## src/rtl/button_debouncer_pkg.sv

```systemverilog
// Shared constants and types for the push-button debouncer and its
// upstream prescaler.
package button_debouncer_pkg;

  // Board oscillator frequency in Hz. The prescaler divides this down to
  // produce sample_clk, and the top level uses it when picking a sample rate.
  localparam int unsigned F_OSC = 32'd25175000;

  // Nominal debounce sample rate in Hz (one sample per millisecond).
  localparam int unsigned F_SAMPLE_DEFAULT = 32'd1000;

  // Per-channel counter phase: IDLE while the input agrees with the accepted
  // level, PENDING while a run of disagreeing samples is being counted.
  typedef enum logic {
    CH_IDLE    = 1'b0,
    CH_PENDING = 1'b1
  } ch_phase_e;

  // Prescaler division ratio for a requested sample frequency. A zero request
  // maps to the largest ratio instead of dividing by zero.
  function automatic int unsigned sample_divider(input int unsigned f_osc,
                                                 input int unsigned f_sample);
    int unsigned div;
    if (f_sample == 32'd0) begin
      div = f_osc;
    end else begin
      div = f_osc / f_sample;
    end
    return div;
  endfunction

endpackage

```

## src/rtl/button_debouncer_channel.sv

```systemverilog
// One debounce channel: two-flop input synchronizer, agreement counter and
// the accepted level, plus registered press/release pulses.
module debounce_channel
  import button_debouncer_pkg::*;
#(
  parameter int STABLE_SAMPLES = 4
) (
  input  logic clkin,
  input  logic rst,
  input  logic tick,
  input  logic btn_raw,
  output logic btn_state,
  output logic btn_press,
  output logic btn_release
);

  // Counter just wide enough to hold 0..STABLE_SAMPLES.
  localparam int CNT_W = $clog2(STABLE_SAMPLES + 1);
  localparam logic [CNT_W-1:0] CNT_ZERO = CNT_W'(0);
  localparam logic [CNT_W-1:0] CNT_ONE  = CNT_W'(1);
  localparam logic [CNT_W-1:0] CNT_LAST = CNT_W'(STABLE_SAMPLES - 1);

  logic             sync_meta_q, sync_meta_d;
  logic             sync_q, sync_d;
  logic [CNT_W-1:0] cnt_q, cnt_d;
  logic             state_q, state_d;
  logic             press_q, press_d;
  logic             release_q, release_d;
  ch_phase_e        phase_s;
  logic             accept_s;

  // Synchronizer next values: raw input shifts through two flops.
  always_comb begin
    sync_meta_d = btn_raw;
    sync_d      = sync_meta_q;
  end

  // Synchronizer flops.
  always_ff @(posedge clkin) begin
    if (rst) begin
      sync_meta_q <= 1'b0;
      sync_q      <= 1'b0;
    end else begin
      sync_meta_q <= sync_meta_d;
      sync_q      <= sync_d;
    end
  end

  // Counter phase decode; a nonzero count means a candidate level is pending.
  always_comb begin
    if (cnt_q == CNT_ZERO) begin
      phase_s = CH_IDLE;
    end else begin
      phase_s = CH_PENDING;
    end
  end

  // Next-state logic: count disagreeing ticks, accept on the last one, and
  // restart whenever a sample agrees with the accepted level.
  always_comb begin
    cnt_d     = cnt_q;
    state_d   = state_q;
    press_d   = 1'b0;
    release_d = 1'b0;
    accept_s  = 1'b0;
    if (tick) begin
      if (sync_q == state_q) begin
        cnt_d = CNT_ZERO;
      end else begin
        case (phase_s)
          CH_IDLE: begin
            // With a single required sample the first disagreement accepts.
            if (CNT_LAST == CNT_ZERO) begin
              accept_s = 1'b1;
            end else begin
              cnt_d = CNT_ONE;
            end
          end
          CH_PENDING: begin
            if (cnt_q >= CNT_LAST) begin
              accept_s = 1'b1;
            end else begin
              cnt_d = cnt_q + CNT_ONE;
            end
          end
          default: begin
            cnt_d = CNT_ZERO;
          end
        endcase
      end
    end else begin
      cnt_d = cnt_q;
    end

    if (accept_s) begin
      state_d   = sync_q;
      cnt_d     = CNT_ZERO;
      press_d   = sync_q;
      release_d = ~sync_q;
    end else begin
      state_d = state_q;
    end
  end

  // Counter, accepted level and pulse registers; reset wins over any tick.
  always_ff @(posedge clkin) begin
    if (rst) begin
      cnt_q     <= CNT_ZERO;
      state_q   <= 1'b0;
      press_q   <= 1'b0;
      release_q <= 1'b0;
    end else begin
      cnt_q     <= cnt_d;
      state_q   <= state_d;
      press_q   <= press_d;
      release_q <= release_d;
    end
  end

  assign btn_state   = state_q;
  assign btn_press   = press_q;
  assign btn_release = release_q;

endmodule

```

## src/rtl/button_debouncer.sv

```systemverilog
// Push-button debouncer bank. Turns each rising edge of the prescaler's
// sample_clk into a one-cycle tick shared by all channels.
module button_debouncer
  import button_debouncer_pkg::*;
#(
  parameter int N_BUTTONS      = 4,
  parameter int STABLE_SAMPLES = 4
) (
  input  logic                 clkin,
  input  logic                 rst,
  input  logic                 sample_clk,
  input  logic [N_BUTTONS-1:0] btn_raw,
  output logic [N_BUTTONS-1:0] btn_state,
  output logic [N_BUTTONS-1:0] btn_press,
  output logic [N_BUTTONS-1:0] btn_release
);

  // sample_clk already lives in the clkin domain, so it is only delayed one
  // cycle for edge detection, never synchronized.
  logic sample_q, sample_d;
  logic tick_s;

  // Edge-detect delay input.
  always_comb begin
    sample_d = sample_clk;
  end

  // Previous sample_clk level; resets high so a sample_clk that is already
  // high when reset drops does not look like a fresh rising edge.
  always_ff @(posedge clkin) begin
    if (rst) begin
      sample_q <= 1'b1;
    end else begin
      sample_q <= sample_d;
    end
  end

  assign tick_s = sample_clk & ~sample_q;

  for (genvar gi = 0; gi < N_BUTTONS; gi++) begin : g_ch
    debounce_channel #(
      .STABLE_SAMPLES(STABLE_SAMPLES)
    ) u_ch (
      .clkin      (clkin),
      .rst        (rst),
      .tick       (tick_s),
      .btn_raw    (btn_raw[gi]),
      .btn_state  (btn_state[gi]),
      .btn_press  (btn_press[gi]),
      .btn_release(btn_release[gi])
    );
  end

endmodule

```

## config.mk

```make
export PLATFORM = sky130hd
export DESIGN_NAME = button_debouncer
export DESIGN_NICKNAME = d
export VERILOG_FILES = /design/src/rtl/button_debouncer_pkg.sv /design/src/rtl/button_debouncer_channel.sv /design/src/rtl/button_debouncer.sv
export SDC_FILE = /design/constraint.sdc
export NUM_CORES = 1
export LEC_CHECK = 0
export CAP_MARGIN = 20
export CORE_MARGIN = 2
export CORE_UTILIZATION = 50
export CTS_BUF_LIST = sky130_fd_sc_hd__clkbuf_8
export DETAILED_ROUTE_END_ITERATION = 10
export PLACE_DENSITY = 0.84
export SLEW_MARGIN = 25
export SYNTH_ARGS = -nofsm -noshare
export SYNTH_HDL_FRONTEND = slang
export SYNTH_HIERARCHICAL = 1
export SYNTH_SLANG_ARGS = --single-unit
```

## constraint.sdc

```tcl
create_clock -name clkin -period 2.1 [get_ports clkin]
set_input_delay 0.63 -clock clkin [delete_from_list [all_inputs] [get_ports clkin]]
set_output_delay 0.63 -clock clkin [all_outputs]
set_load 0.05 [all_outputs]
```

# Word-level counts from Yosys, hierarchy flattened
# Index checks and enable logic that the tools add are counted.
totals:
  ff_bits: 33
  output_inout_bits: 12
  elab_cells: 99
classes:
  add_sub_neg: 4
  n_lt_le_gt_ge: 4
  eq_ne: 8
  muxes: 32
  bitwise: 10
  reduce_logical: 16
op_table:
  columns: ["operator", "count"]
  rows:
  - ["3-bit two-way mux", 8]
  - ["3-bit case mux with 2 select lines", 4]
  - ["1-bit two-way mux", 20]
  - ["2-bit OR reduction", 8]
  - ["3-bit by 1-bit adder with 3-bit output (second input constant)", 4]
  - ["3-bit by 2-bit greater-or-equal comparator with 1-bit output (second input constant)", 4]
  - ["3-bit logical NOT", 4]
  - ["3-bit inequality test (second input constant)", 4]
  - ["1-bit inverter", 9]
  - ["2-bit AND reduction", 4]
  - ["1-bit == test", 4]
  - ["1-bit AND", 1]

# Depth between registers and ports, before layout
# Gate-level depths: netlist of the first run.
depth:
  ltp_word: 7
  ltp_mapped: 5
  depth_no_buf: 5

# By module
# Netlist of the first run, hierarchy kept.
by_module_without_submodules:
  columns: ["mod", "n_inst", "cells_each", "area_per_inst_um2", "seq_area_each_um2"]
  rows:
  - ["debounce_channel", 4, 37, 376.6, 160.2]
  - ["button_debouncer", 1, 3, 32.5, 20.0]

# Worst setup path after synthesis of the first run
# No wires, ideal clock.
synth_path:
  path_type: "in2reg"
  start: "in sample_clk"
  end: "reg g_ch[2].u_ch.cnt_q[2]"
  setup_ns: 0.089
  t_arrival_ns: 2.085
  required_time_ns: 2.011
  setup_slack_ns: -0.074
  path_stages: 4
  path_cell_list: "nor2b_1 > nor4b_1 > nand4_1 > o31ai_1"
synth_via:
  elab_chain_len: 3
  elab_cells_between_ends: 4
synth_rtl:
  columns: ["element", "line_no", "rtl"]
  rows:
  - ["start: declaration", "button_debouncer.sv:11", "input logic sample_clk,"]
  - ["1-bit AND *", "button_debouncer.sv:38", "assign tick_s = sample_clk & ~sample_q;"]
  - ["1-bit two-way mux", "button_debouncer_channel.sv:66", "if (tick) begin"]
  - ["2-bit OR reduction (no source line)", null, null]
  - ["end signal: assignment", "button_debouncer_channel.sv:113", "cnt_q <= cnt_d;"]
  - ["end: declaration", "button_debouncer_channel.sv:25", "logic [CNT_W-1:0] cnt_q, cnt_d;"]
# Every way passes the cells marked *; elsewhere a longest branch is shown, timed or not.
# A chain may end at the register's enable or synchronous reset.

# Final worst setup path of the first run
layout_path:
  start: "reg g_ch[1].u_ch.press_q"
  end: "out btn_press[1]"
layout_lines:
  columns: ["element", "line_no", "rtl"]
  rows:
  - ["start: declaration", "button_debouncer_channel.sv:27", "logic press_q, press_d;"]
  - ["start signal: assignment", "button_debouncer_channel.sv:115", "press_q <= press_d;"]
  - ["end: declaration", "button_debouncer.sv:14", "output logic [N_BUTTONS-1:0] btn_press,"]
# No word-level cell between the ends.

==> results of run 1 <==
-- layer usage --
layer	track usage	share of wire
met2	0.3250	0.50
met3	0.08079	0.042
met1	0.2087	0.44
met5	0	0
met4	0.09416	0.017
-- per-stage QoR --
| stage | instance area [um2] | utilization |
|---|---|---|
| after floorplan | 1541 | - |
| after global placement | 1778 | 0.5971 |
| after detailed placement | 1778 | 0.5971 |
| after CTS | 1879 | 0.6311 |
| after global routing | 1879 | 0.6311 |
| final | 1879 | 0.6311 |
-- area by class of cell --
| type | count | area share |
|---|---|---|
| Multi-Input combinational cell | 102 | 0.4368 |
| Timing Repair Buffer | 20 | 0.1119 |
| Clock inverter | 1 | 0.002663 |
| Sequential cell | 33 | 0.3515 |
| Tap cell | 33 | 0.02197 |
| Inverter | 12 | 0.02397 |
| Clock buffer | 7 | 0.05127 |
-- cell usage in the layout (no fill, tap or decap), drive strengths merged --
| cell type | Yosys | final |
|---|---|---|
| dfxtp | 33 | 33 |
| clkdlybuf4s50 | 0 | 14 |
| inv | 12 | 12 |
| nor4b | 12 | 12 |
| ha | 12 | 12 |
| nor2b | 9 | 9 |
| nand2b | 8 | 8 |
| or2b | 8 | 8 |
| a21oi | 8 | 8 |
| clkbuf | 4 | 7 |
| buf | 0 | 6 |
| a211o | 4 | 4 |
| nand3 | 4 | 4 |
| mux2i | 4 | 4 |
| o21ai | 4 | 4 |
| xor2 | 4 | 4 |
| nand4b | 4 | 4 |
| o32ai | 4 | 4 |
| nor2 | 4 | 4 |
| o2111ai | 4 | 4 |
| nand4 | 4 | 4 |
| o31ai | 4 | 4 |
| or2 | 1 | 1 |
| clkinv | 0 | 1 |
-- kinds of logic (layout without fill, tap and decap cells) --
logic type,count (synthesis),in the layout
mux,4,4
buf+inv,16,40
fa+ha+maj,12,12
xor+xnor,4,4
compound gates,28,28
simple gates,54,54
flops,33,33
-- registers in the layout (all words and copies together), names as in the netlist --
| name | flops |
|---|---|
| g_ch.u_ch/cnt_q | 12 |
| sample_q | 1 |
| g_ch.u_ch/sync_q | 4 |
| g_ch.u_ch/sync_d | 4 |
| g_ch.u_ch/btn_state | 4 |
| g_ch.u_ch/btn_press | 4 |
| g_ch.u_ch/btn_release | 4 |
-- path summary, 6_finish.rpt --
kind	from	to	slack (ps)	cells after the start
hold reg to reg	g_ch[3].u_ch/sync_d$_SDFF_PP0_	g_ch[3].u_ch/sync_q$_SDFF_PP0_	440	1
setup / recovery	g_ch[1].u_ch/btn_press$_SDFF_PP0_	btn_press[1]	80	1
hold / removal	g_ch[3].u_ch/sync_d$_SDFF_PP0_	g_ch[3].u_ch/sync_q$_SDFF_PP0_	440	1
setup reg to reg	g_ch[0].u_ch/cnt_q[0]$_SDFFE_PP0P_	g_ch[0].u_ch/btn_state$_SDFFE_PP0P_	580	5
-- where the power goes --
group	internal (mW)	switching [mW]
clock network	0.296	0.223
logic	0.0291	0.0275
registers	0.635	0.00597
==> flow_summary.toml, run 1 <==
[clock_network]
cts_hold_buf = 0
clk_path_buf_depth = 2
cts_buffers = 5
cts_tree = "done"
cts_resized = 0
clock_latency_ps = 280
post_cts_buffers = 0
clk_pin_slew_ps = 70
cts_root_buf = "clkbuf_8"
ctsHtreeMaxLevel = 2
cts.sinks = 33

[logic_synthesis]
synth_top_family_by_area = "simple AND/OR/NAND/NOR gates"
synthXorXnorAreaFrac = 0.02276
synth_compound_area_frac = 0.1301
synthAdderAreaFrac = 0.09756
post-synth-top-count-cell = "dfxtp_1"
syn_area_um2 = 1539
synthTopCellsByCount = "dfxtp_1 (33), ha_1 (12), inv_1 (12), nor4b_1 (12), nor2b_1 (9)"
avgSynthCellArea_um2 = 10.19
async_reset_ff_frac = 0
ys_seq_area_frac = 0.4293
synth_cells = 151
synth_cell_type_count = 21
synth_top_flop_cell = "dfxtp_1"
synthTopCellsByArea = "dfxtp_1 (43%), ha_1 (9.8%), nor4b_1 (6.8%), or2b_1 (3.9%), nor2b_1 (3.7%)"
syn_nets = 170
yosys.area_share.simple = 0.2553
ys_ff_latch = 33
synthMuxAreaShare = 0.02602
synth_edf_count = 0
yosysWarnings = 6
yosysTopAreaCell = "dfxtp_1"
netlist.area_leader.share = 0.4293

[route]
postRouteAntennaNets = 0
totalWireLength_um = 3012
drt-initial-drc-count = 37
drt-pass1-iter-count = 4
dr_total_vias = 1186
wl_per_cell_um = 14.48
route.detailed.drc = 0
vias_per_cell = 5.702

[floorplan]
die_w_um = 59.48
core.rowCount = 20
ios = 19
fp.dieH_um = 59.48
core-area_um2 = 2978
die_area_um2 = 3538
initial_core_util = 0.5168

[setup_path]
worstPathCellList = "clkdlybuf4s50_1"
max_stage_delay_ps = 800
crit_family = "buffers and inverters"
crit_fanout = 1
crit_type = "reg -> out"
cp-end-kind = "primary output"
arrival_ps = 1390
cp-start-kind = "register"
crit_buf_inv = 1
crit_path_top_delay_cell = "clkdlybuf4s50_1"
required_ps = 1470

[sta]
rsz0062_at_grt = "no"
drv_slew = 0
tightest_slew_ps = 509.6
fin_hold_ws_ps = 441.9
timing.fmax_ghz = 0.4939
fin_crit_ps = 2025
period_share = 0.9642
setup_viol = 0
layout_setup_ws_ps = 75.11
finalHoldViolCount = 0
slew_headroom = 0.6592
fin_setup_tns_ps = 0
clock_skew_ps = 5.904

[cells_and_area]
area_delta_synth_final_pct = 22.11
layoutNonFillerInstCount = 208
n_antenna_cell = 0
drive_gt1_frac = 0.1314
multiInputGateArea_um2 = 820.8
fillCellCount = 240
final_nets = 193
seqCellArea_um2 = 660.6

[flow_run]
maxCapViolations = 0

[worst_hold_path]
hp-class = "reg -> reg"

[placed_design]
gp_congestion = 0.7139
portBuffers = 18
post-place-ws_ps = 31.69
dp_cells = 200
dp_hpwl_um = 1947

[power_and_ir_drop]
cellLeakagePower_nw = 0.7297
p_total_mw = 1.216
power_density_nw_per_um2 = 647.0
peakVddDrop_v = 0.0003886

[global_routing]
grt_use_total = 0.1937
grt_max_degree = 46
grt_pass1_wl_um = 5112
overflow = 0
grt_pass1_vias = 1168
antenna_found_initial = 0

[status]
status = "complete, no violations"
Note: power is estimated with default switching activity, not from simulation.
==> run 2: changes to the inputs <==
RECOVER_POWER = 50   (was unset)
SLEW_MARGIN = 5   (was 25)
TNS_END_PERCENT = 30   (was unset)
==> run 2 against run 1 <==
  * Combinational power is 3% lower
  * Clock skew increased by 0.71 ps
  * Hold slack about the same
  * Utilization decreased by 1.1 points
  * Total power shrank 0.35%
  * Clock power barely moved
  * Highest routed layer unchanged
==> flow_summary.toml, run 2 (same netlist as run 1, synthesis figures left out) <==
[status]
status = "complete, no violations"

[cells_and_area]
final_common_cell = "dfxtp_1"
largest_register = "g_ch.u_ch/cnt_q"
design_area_um2 = 1847
largest_reg_flops = 12
area_delta_synth_final_pct = 20.00
drive_gt1_frac = 0.08571
final_cell_mix = "dfxtp_1 (33), inv_1 (12), nor4b_1 (12), ha_1 (12), clkdlybuf4s50_1 (12)"
n_antenna_cell = 0
final_nets = 193

[route]
totalWireLength_um = 3005
drt-initial-drc-count = 38
wl_per_cell_um = 14.45
dr_total_vias = 1203
route.detailed.drc = 0
drt-pass1-iter-count = 4
vias_per_cell = 5.784
postRouteAntennaNets = 0

[clock_network]
cts_buffers = 5
clock_latency_ps = 280
cts_tree = "done"
cts_root_buf = "clkbuf_8"
cts_resized = 0
clk_path_buf_depth = 2
clk_pin_slew_ps = 70
cts.sinks = 33
post_cts_buffers = 0
ctsHtreeMaxLevel = 2
cts_hold_buf = 0

[floorplan]
core.rowCount = 20
initial_core_util = 0.5168
ios = 19
die_w_um = 59.48
die_area_um2 = 3538
fp.dieH_um = 59.48
core-area_um2 = 2978

[sta]
rsz0062_at_grt = "no"
timing.fmax_ghz = 0.4939
layout_setup_ws_ps = 75.48
drv_slew = 0
slew_headroom = 0.6066
period_share = 0.9641
fin_crit_ps = 2025
finalHoldViolCount = 0
fin_setup_tns_ps = 0
clock_skew_ps = 6.613
setup_viol = 0
tightest_slew_ps = 592.6

[setup_path]
cp-end-kind = "primary output"
crit_type = "reg -> out"
crit_fanout = 1
crit_family = "buffers and inverters"
rrSetupSlack_ps = 560
crit_path_top_delay_cell = "clkdlybuf4s50_1"
max_stage_delay_ps = 800
arrival_ps = 1390
crit_buf_inv = 1
required_ps = 1470
worstPathCellList = "clkdlybuf4s50_1"
cp-start-kind = "register"

[power_and_ir_drop]
p_seq_frac = 0.529
cellLeakagePower_nw = 0.7121
peakVddDrop_v = 0.0003874
combinationalPowerShare = 0.045
power_density_nw_per_um2 = 656.2
clockPowerShare = 0.426
switching_share = 0.2088
power_switching_mw = 0.2530
intPower_mw = 0.9588

[placed_design]
placed_area_um2 = 1778
gp_congestion = 0.7139
post-place-ws_ps = 31.69
dp_hpwl_um = 1947
portBuffers = 18

[global_routing]
grt_pass1_vias = 1168
grt_use_total = 0.1937
grt_pass1_wl_um = 5112
grt_max_degree = 46
overflow = 0
antenna_found_initial = 0

[flow_run]
maxCapViolations = 0

[worst_hold_path]
hp-class = "reg -> reg"
-- run 2: power groups by stage --
stage | Clock (mW) | Sequential (mW) | Combinational, mW
global route | 0.562 | 0.641 | 0.0598
detailed placement | 0 | 0.655 | 0.0560
finish | 0.516 | 0.641 | 0.0548
CTS | 0.532 | 0.641 | 0.0563
floorplan | 0 | 0.653 | 0.0304
global placement | 0 | 0.654 | 0.0534
-- run 2: final timing paths --
path	start	endpoint	cells past startpoint
hold / removal	g_ch[3].u_ch/sync_d$_SDFF_PP0_	g_ch[3].u_ch/sync_q$_SDFF_PP0_	1
setup / recovery	g_ch[1].u_ch/btn_press$_SDFF_PP0_	btn_press[1]	1
setup reg to reg	g_ch[2].u_ch/cnt_q[0]$_SDFFE_PP0P_	g_ch[2].u_ch/btn_state$_SDFFE_PP0P_	5
hold reg to reg	g_ch[3].u_ch/sync_d$_SDFF_PP0_	g_ch[3].u_ch/sync_q$_SDFF_PP0_	1
-- run 2: cell type report --
| class | count | area [um2] |
|---|---|---|
| Clock buffer | 7 | 96.34 |
| Sequential cell | 33 | 660.6 |
| Multi-Input combinational cell | 102 | 803.3 |
| Fill cell | 247 | 1131 |
| Inverter | 12 | 45.04 |
| Clock inverter | 1 | 5.005 |
| Tap cell | 33 | 41.29 |
| Timing Repair Buffer | 20 | 195.2 |
-- run 2: metal layers --
metal	vias to the layer above	wire [um]	GRT usage
met3	9	149	0.08079
met5	-	0	0
met1	572	1266	0.2087
li1	594	-	-
met2	28	1536	0.3250
met4	0	52	0.09416
-- run 2: per-stage QoR --
| stage | util | total power, mW | hold WS (ps) | instances |
|---|---|---|---|---|
| floorplan | - | 0.6838 | 413.8 | 151 |
| global placement | 0.5971 | 0.7076 | 419.5 | 200 |
| detailed placement | 0.5971 | 0.7110 | 427.0 | 200 |
| CTS | 0.6311 | 1.230 | 449.1 | 208 |
| global route | 0.6202 | 1.263 | 448.7 | 208 |
| finish | 0.6202 | 1.212 | 441.8 | 208 |
==> run 3: changes to the inputs <==
CORE_MARGIN = 5   (was 2)
CORE_UTILIZATION = 49   (was 50)
CTS_BUF_LIST = unset   (was sky130_fd_sc_hd__clkbuf_8)
PLACE_DENSITY = 0.83   (was 0.84)
==> run 3 against run 2 <==
  * Global-route usage decreased by 5.3 points
  * Via count decreased by 3.0%
  * Die area increased by 23%
  * Design area unchanged
  * Maximum frequency decreased by 1.6%
  * Wire length decreased by 6.3%
==> flow_summary.toml, run 3 (same netlist as run 1, synthesis figures left out) <==
[status]
status = "complete, no violations"

[clock_network]
clk_path_buf_depth = 2
clock_latency_ps = 310
cts_tree = "done"
cts_buffers = 5
cts.sinks = 33
clk_pin_slew_ps = 100
cts_resized = 0
post_cts_buffers = 0
cts_hold_buf = 0
cts_root_buf = "clkbuf_4"
ctsHtreeMaxLevel = 2

[sta]
period_share = 0.9792
fin_setup_tns_ps = 0
drv_slew = 0
slew_headroom = 0.4842
timing.fmax_ghz = 0.4863
layout_setup_ws_ps = 43.59
fin_crit_ps = 2056
finalHoldViolCount = 0
tightest_slew_ps = 773.8
setup_viol = 0
rsz0062_at_grt = "no"
clock_skew_ps = 10.61

[global_routing]
grt_max_degree = 46
grt_use_total = 0.1412
grt_pass1_vias = 1125
grt_pass1_wl_um = 4926
overflow = 0
antenna_found_initial = 0

[setup_path]
crit_path_top_delay_cell = "clkdlybuf4s50_1"
arrival_ps = 1430
reg2reg_depth = 5
r2r_end = "g_ch[2].u_ch/btn_state$_SDFFE_PP0P_"
crit_type = "reg -> out"
max_stage_delay_ps = 790
rrSetupSlack_ps = 610
required_ps = 1470
crit_fanout = 1
reg2reg_from = "g_ch[2].u_ch/cnt_q[0]$_SDFFE_PP0P_"
cp-start-kind = "register"
crit_buf_inv = 1
worstPathCellList = "clkdlybuf4s50_1"
cp-end-kind = "primary output"
crit_family = "buffers and inverters"

[cells_and_area]
area_delta_synth_final_pct = 20.00
largest_reg_flops = 12
fillCellCount = 247
design_area_um2 = 1847
final_cell_mix = "dfxtp_1 (33), inv_1 (12), nor4b_1 (12), ha_1 (12)"
drive_gt1_frac = 0.1207
final_nets = 193
final_util = 0.6099
largest_register = "g_ch.u_ch/cnt_q"
final_common_cell = "dfxtp_1"
n_antenna_cell = 0

[power_and_ir_drop]
intPower_mw = 0.8185
p_seq_frac = 0.615
switching_share = 0.2141
peakVddDrop_v = 0.0003617
cellLeakagePower_nw = 0.8141
combinationalPowerShare = 0.050
power_density_nw_per_um2 = 563.9
clockPowerShare = 0.335
power_switching_mw = 0.2230

[placed_design]
portBuffers = 18
placed_area_um2 = 1792
dp_hpwl_um = 1988
post-place-ws_ps = 53.12
gp_congestion = 0.6693

[floorplan]
die_area_um2 = 4361
initial_core_util = 0.5083
fp.dieH_um = 66.04
die_w_um = 66.04
core-area_um2 = 3028
ios = 19
core.rowCount = 20

[route]
route.detailed.drc = 0
dr_total_vias = 1167
vias_per_cell = 5.353
totalWireLength_um = 2817
postRouteAntennaNets = 0
wl_per_cell_um = 12.92
drt-pass1-iter-count = 4
drt-initial-drc-count = 40

[worst_hold_path]
hold_end = "g_ch[1].u_ch/sync_q$_SDFF_PP0_"
hp-class = "reg -> reg"
min_path_cells = 1
hp-start = "g_ch[1].u_ch/sync_d$_SDFF_PP0_"

[flow_run]
maxCapViolations = 0
[run 3: cell count changes in the layout (fill, tap and decap cells not counted), sizes merged]
cell           previous run  this run
dlygate4sd3               2         0
clkinv                    1         0
dlymetal6s2s              0         6
clkbuf                   11         8
clkdlybuf4s50            12         8
buf                       2         5
[run 3: layer usage]
layer  wire length (um)  vias up  GRT usage
met5                  0        -          0
met4                 23        0    0.04822
met3                109        4    0.04762
met2               1414       17     0.2378
met1               1269      553     0.1670
li1                   -      593          -
[run 3: worst max path at each step]
stage	from	end	slack, ps	cells past startpoint
after floorplan	sample_clk	g_ch[2].u_ch/cnt_q[2]$_SDFFE_PP0P_	310	4
after global placement	sample_clk	g_ch[0].u_ch/cnt_q[2]$_SDFFE_PP0P_	150	6
after detailed placement	sample_clk	g_ch[1].u_ch/cnt_q[2]$_SDFFE_PP0P_	50	6
after CTS	g_ch[0].u_ch/btn_release$_SDFF_PP0_	btn_release[0]	9	1
after global routing	g_ch[0].u_ch/btn_press$_SDFF_PP0_	btn_press[0]	3	1
final	g_ch[0].u_ch/btn_press$_SDFF_PP0_	btn_press[0]	40	1
[run 3: final cells by class]
cell class	instances	area [um2]	share of cell area
inverter	12	45.04	0.02439
multi-input combinational	102	820.8	0.4444
clock buffer	7	55.05	0.02981
tap	44	55.05	0.02981
sequential	33	660.6	0.3577
timing repair buffer	20	210.2	0.1138
[run 3: stage by stage]
step | power, mW | hold WS [ps] | std cells
final | 1.041 | 434.5 | 218
after global routing | 1.093 | 464.4 | 218
after CTS | 1.064 | 442.3 | 218
after detailed placement | 0.7109 | 425.5 | 211
after global placement | 0.7074 | 417.7 | 211
after floorplan | 0.6838 | 413.8 | 151
[run 3: power groups by stage]
stage / Combinational (mW) / Sequential (mW) / Clock (mW)
6_report: 0.0522 / 0.640 / 0.349
5_1_grt: 0.0577 / 0.642 / 0.393
4_1_cts: 0.0562 / 0.641 / 0.367
3_5_place_dp: 0.0558 / 0.655 / 0
3_3_place_gp: 0.0532 / 0.654 / 0
2_1_floorplan: 0.0304 / 0.653 / 0
==> RTL change 1: new RTL, settings of run 3 <==
`STABLE_SAMPLES` is set to 4 in 2 places; all go to 8.
--- a/src/rtl/button_debouncer_channel.sv
+++ b/src/rtl/button_debouncer_channel.sv
@@ -3,7 +3,7 @@
 module debounce_channel
   import button_debouncer_pkg::*;
 #(
-  parameter int STABLE_SAMPLES = 4
+  parameter int STABLE_SAMPLES = 8
 ) (
   input  logic clkin,
   input  logic rst,
--- a/src/rtl/button_debouncer.sv
+++ b/src/rtl/button_debouncer.sv
@@ -4,7 +4,7 @@
   import button_debouncer_pkg::*;
 #(
   parameter int N_BUTTONS      = 4,
-  parameter int STABLE_SAMPLES = 4
+  parameter int STABLE_SAMPLES = 8
 ) (
   input  logic                 clkin,
   input  logic                 rst,
Formal check against the unedited RTL: not equivalent (a bounded check fails within 10 cycles, from zero or initial values and one cycle with rst high).
==> RTL change 1 against run 3 <==
Wire length rose by 4.0%. Via count increased by 8.7%. Sequential cell count up 4. Sequential power grew 13%. Core utilization down 3.9 points. Synthesized area rose by 10%. Global-route usage increased by 0.34 points. Setup slack gained 0.24 ns. Power increased by 9.3%. Final area up 3.2%. Hold slack improved by 0.013 ns. Critical path type unchanged. Critical endpoint is now btn_press[1].
==> RTL change 1: results (changes against run 3) <==
metric,value,unit,change
crit_family,buffers and inverters,,unchanged
htreeDepth,2,,unchanged
synth_commonest_cells,"dfxtp_1, a21oi_1, inv_1, nand2_1, nor2b_1",,"was dfxtp_1, ha_1, inv_1, nor4b_1, nor2b_1"
cellLeakagePower,0.858,nW,was 0.814 nW
cts_setup_buffers,0,,unchanged
grt_util_all_layers,0.145,,was 0.141
grt_pass1_wl,5050,µm,was 4930 µm
yosysSeqAreaShare,0.437,,was 0.429
clkLatencyLatePin,0.33,ns,was 0.31 ns
peakVddDrop,0.388,mV,was 0.362 mV
cts.path.max_buffers,2,,unchanged
gpl.final_weighted_congestion,0.795,,was 0.669
post-place-cells,225,,was 211
grt_max_degree,40,,was 46
viasPerCell,5.45,,was 5.35
detail_route.wl_per_cell,12.6,µm,was 12.9 µm
min_from,g_ch[0].u_ch/sync_d$_SDFF_PP0_,,was g_ch[1].u_ch/sync_d$_SDFF_PP0_
synth.cell_area,0.00169,mm²,was 0.00154 mm²
rr_startpoint,g_ch[3].u_ch/cnt_q[0]$_SDFFE_PP0P_,,was g_ch[2].u_ch/cnt_q[0]$_SDFFE_PP0P_
drt_iter0_markers,71,,was 40
path_max_fanout,1,,unchanged
grt_pass1_vias,1191,,was 1125
largest_register_ff_count,16,,was 12
worst-endpoint-arrival,1.18,ns,was 1.43 ns
placement.cell_area,0.00187,mm²,was 0.00179 mm²
synthesis.yosys.warnings,6,,unchanged
antennaDiodeCount,0,,unchanged
largest_register,g_ch.u_ch/cnt_q,,unchanged
clock-root-buffer,clkbuf_4,,unchanged
fraction_of_final_layout_cells_with_drive_strength_greater_than_1,0.123,,was 0.121
clkTransAtPathRegs,0.10,ns,about the same
numCtsBuffers,5,,unchanged
netlist-cell-type-count,22,,was 21
outcome,"finished, final reports clean",,unchanged
place.port_buffers,18,,unchanged
synth_fp_nets,182,,was 170
syn_inst,167,,was 151
hold_path.class,register to register,,unchanged
cp_slowest_stage_delay,0.53,ns,was 0.79 ns
number_of_antenna_violations_at_the_first_check_in_global_routing,0,,unchanged
top_cells_by_area_synth,"dfxtp_1, ha_1, buf_6",,"was dfxtp_1, ha_1, nor4b_1"
critical_path.slowest_cell,dlygate4sd2_1,,was clkdlybuf4s50_1
ys_async_sr_fraction,0,,unchanged
num_vias,1269,,was 1167
max_slew.worst_pin.slew,0.746,ns,was 0.774 ns
finalClockSkew,0.00985,ns,was 0.0106 ns
fin_nets,201,,was 193
detailedPlacementHpwl,2040,µm,was 1990 µm
critical_path.startpoint,g_ch[1].u_ch/btn_press$_SDFF_PP0_,,was g_ch[0].u_ch/btn_press$_SDFF_PP0_
[RTL change 1: stage by stage]
stage / setup WS, ns / hold slack (ns)
floorplan: 0.565 / 0.414
global placement: 0.151 / 0.421
detailed placement: 0.0492 / 0.428
CTS: 0.00110 / 0.453
global route: 0.184 / 0.463
finish: 0.287 / 0.447
[RTL change 1: worst register-to-register path: stages, from the launching register on]
cell	delay (ns)
dfxtp_1	0.37
ha_1	0.25
a21oi_1	0.36
nand2_2	0.11
a2111oi_2	0.34
[RTL change 1: cells by family after synthesis]
family	share of synthesized area
AO/OA/AOI/OAI	0.174
XOR/XNOR	0.0384
adder cells (fa/ha/maj)	0.0591
AND/OR/NAND/NOR	0.211
buffers and inverters	0.0798
flip-flops	0.437
[RTL change 1: layout make-up]
| type | count | area (µm²) |
|---|---|---|
| Inverter | 12 | 45.0 |
| Fill cell | 300 | 1430 |
| Clock buffer | 8 | 48.8 |
| Tap cell | 46 | 57.6 |
| Timing Repair Buffer | 20 | 195 |
| Multi-Input combinational cell | 110 | 818 |
| Sequential cell | 37 | 741 |
[RTL change 1: final timing paths]
| kind | cells after the start | endpoint | slack, ns |
|---|---|---|---|
| hold / removal | 1 | g_ch[0].u_ch/sync_q$_SDFF_PP0_ | 0.45 |
| setup / recovery | 1 | btn_press[1] | 0.29 |
| setup reg to reg | 4 | g_ch[3].u_ch/cnt_q[0]$_SDFFE_PP0P_ | 0.58 |
| hold reg to reg | 1 | g_ch[0].u_ch/sync_q$_SDFF_PP0_ | 0.45 |
[RTL change 1: report_power, final]
| part | internal, mW | leakage, nW | switching [mW] | total [mW] |
|---|---|---|---|---|
| Sequential | 0.713 | 0.300 | 0.0107 | 0.724 |
| Combinational | 0.0315 | 0.531 | 0.0387 | 0.0702 |
| Clock | 0.133 | 0.0265 | 0.210 | 0.344 |
| Total | 0.878 | 0.858 | 0.260 | 1.14 |
[RTL change 1: metal layers]
| metal | part of all wire | GRT usage | routed length [µm] | vias to the layer above |
|---|---|---|---|---|
| li1 | - | - | - | 632 |
| met1 | 0.46 | 0.164 | 1340 | 602 |
| met2 | 0.47 | 0.232 | 1390 | 28 |
| met3 | 0.045 | 0.0454 | 131 | 7 |
| met4 | 0.023 | 0.0949 | 68 | 0 |
| met5 | 0 | 0 | 0 | - |
[RTL change 1: timing repair]
item / in CTS / in global routing
gates resized for setup: 3 / 4
endpoints found under the hold margin: 0 / 0
setup endpoints to repair: 3 / 4
==> RTL change 2: new RTL, flow settings as in run 3 <==
Made on the original files. Register the input `btn_raw` before use, with the module's reset. The logic sees it one clock later.
--- a/src/rtl/button_debouncer.sv
+++ b/src/rtl/button_debouncer.sv
@@ -14,6 +14,16 @@
   output logic [N_BUTTONS-1:0] btn_press,
   output logic [N_BUTTONS-1:0] btn_release
 );
+
+  logic [N_BUTTONS-1:0] btn_raw_q;
+
+  always_ff @(posedge clkin) begin
+    if (rst) begin
+      btn_raw_q <= '0;
+    end else begin
+      btn_raw_q <= btn_raw;
+    end
+  end
 
   // sample_clk already lives in the clkin domain, so it is only delayed one
   // cycle for edge detection, never synchronized.
@@ -44,7 +54,7 @@
       .clkin      (clkin),
       .rst        (rst),
       .tick       (tick_s),
-      .btn_raw    (btn_raw[gi]),
+      .btn_raw    (btn_raw_q[gi]),
       .btn_state  (btn_state[gi]),
       .btn_press  (btn_press[gi]),
       .btn_release(btn_release[gi])
Formal check against the unedited RTL: not equivalent (a bounded check fails within 10 cycles, from zero or initial values and one cycle with rst high).
==> RTL change 2 against run 3 <==
Core utilization fell by 1.9 points. Critical endpoint is now btn_press[3]. Wire length grew 11%. Synthesized area rose by 6.8%. Via count rose by 7.1%. Final area rose by 5.1%. Combinational power up 2%. Power increased by 9.4%. Setup slack improved by 0.23 ns. Sequential cell count grew 4.
==> RTL change 2: results (changes against run 3) <==
metric,value,unit,change
cp_slowest_stage_delay,0.54,ns,was 0.79 ns
grt_max_degree,50,,was 46
power.sequential.fraction,0.629,,was 0.615
peakVddDrop,0.344,mV,was 0.362 mV
cts.repair.resized,4,,was 0
detailedPlacementHpwl,2210,µm,was 1990 µm
clock_cell_area_share,0.0284,,was 0.0298
power.switching_fraction,0.212,,was 0.214
gpl.final_weighted_congestion,0.694,,was 0.669
signal_buffer_area_fraction,0.111,,was 0.114
clkLatencyLatePin,0.33,ns,was 0.31 ns
synth.ff_latch_count,37,,was 33
route.met2.wl,1680,µm,was 1410 µm
grt_util_all_layers,0.153,,was 0.141
grt_util_met1,0.143,,was 0.167
relSlewSlack,0.662,,was 0.484
critical_path.startpoint,g_ch[3].u_ch/btn_press$_SDFF_PP0_,,was g_ch[0].u_ch/btn_press$_SDFF_PP0_
drt_iter0_markers,70,,was 40
viasPerCell,5.48,,was 5.35
reg2reg_setup_slack,0.56,ns,was 0.61 ns
synthXorXnorAreaFrac,0.0213,,was 0.0228
drt_wl_total,3120,µm,was 2820 µm
finalClockSkew,0.0101,ns,was 0.0106 ns
post_synth_fa_ha_maj_area_fraction,0.0913,,was 0.0976
synth_fp_nets,178,,was 170
groute.layer.met3.usage,0.0608,,was 0.0476
synth_compound_gate_area_share,0.122,,was 0.130
outcome,"finished, final reports clean",,unchanged
fin_nets,201,,was 193
yosysSeqAreaShare,0.451,,was 0.429
num-multi-input-gates,106,,was 102
number_of_filler_cells_placed_in_the_layout,296,,was 247
cellLeakagePower,0.842,nW,was 0.814 nW
multi_input_area,828,µm²,was 821 µm²
seqAreaFraction,0.381,,was 0.358
fraction_of_final_layout_cells_with_drive_strength_greater_than_1,0.0934,,was 0.121
-- RTL change 2: metrics by stage --
stage          worst slack, ns  instance area [µm²]  power (mW)  cells  hold WS (ns)
2_1_floorplan            0.308                 1650       0.760    159         0.414
3_3_place_gp             0.143                 1900       0.785    221         0.418
3_5_place_dp           0.00487                 1900       0.788    221         0.428
4_1_cts                0.00287                 1950        1.16    228         0.452
5_1_grt                  0.160                 1940        1.19    228         0.469
6_report                 0.273                 1940        1.14    228         0.437
-- RTL change 2: final timing paths --
path                                          to  cells past startpoint
max reg2reg  g_ch[0].u_ch/btn_state$_SDFFE_PP0P_                      5
min               g_ch[1].u_ch/sync_q$_SDFF_PP0_                      1
max                                 btn_press[3]                      1
min reg2reg       g_ch[1].u_ch/sync_q$_SDFF_PP0_                      1
-- RTL change 2: cells by family (layout without fill, tap and decap cells) --
family,after synthesis,in the layout
mux,4,4
buf+inv,16,39
flops,37,37
simple gates,58,58
fa+ha+maj,12,12
compound gates,28,28
xor+xnor,4,4
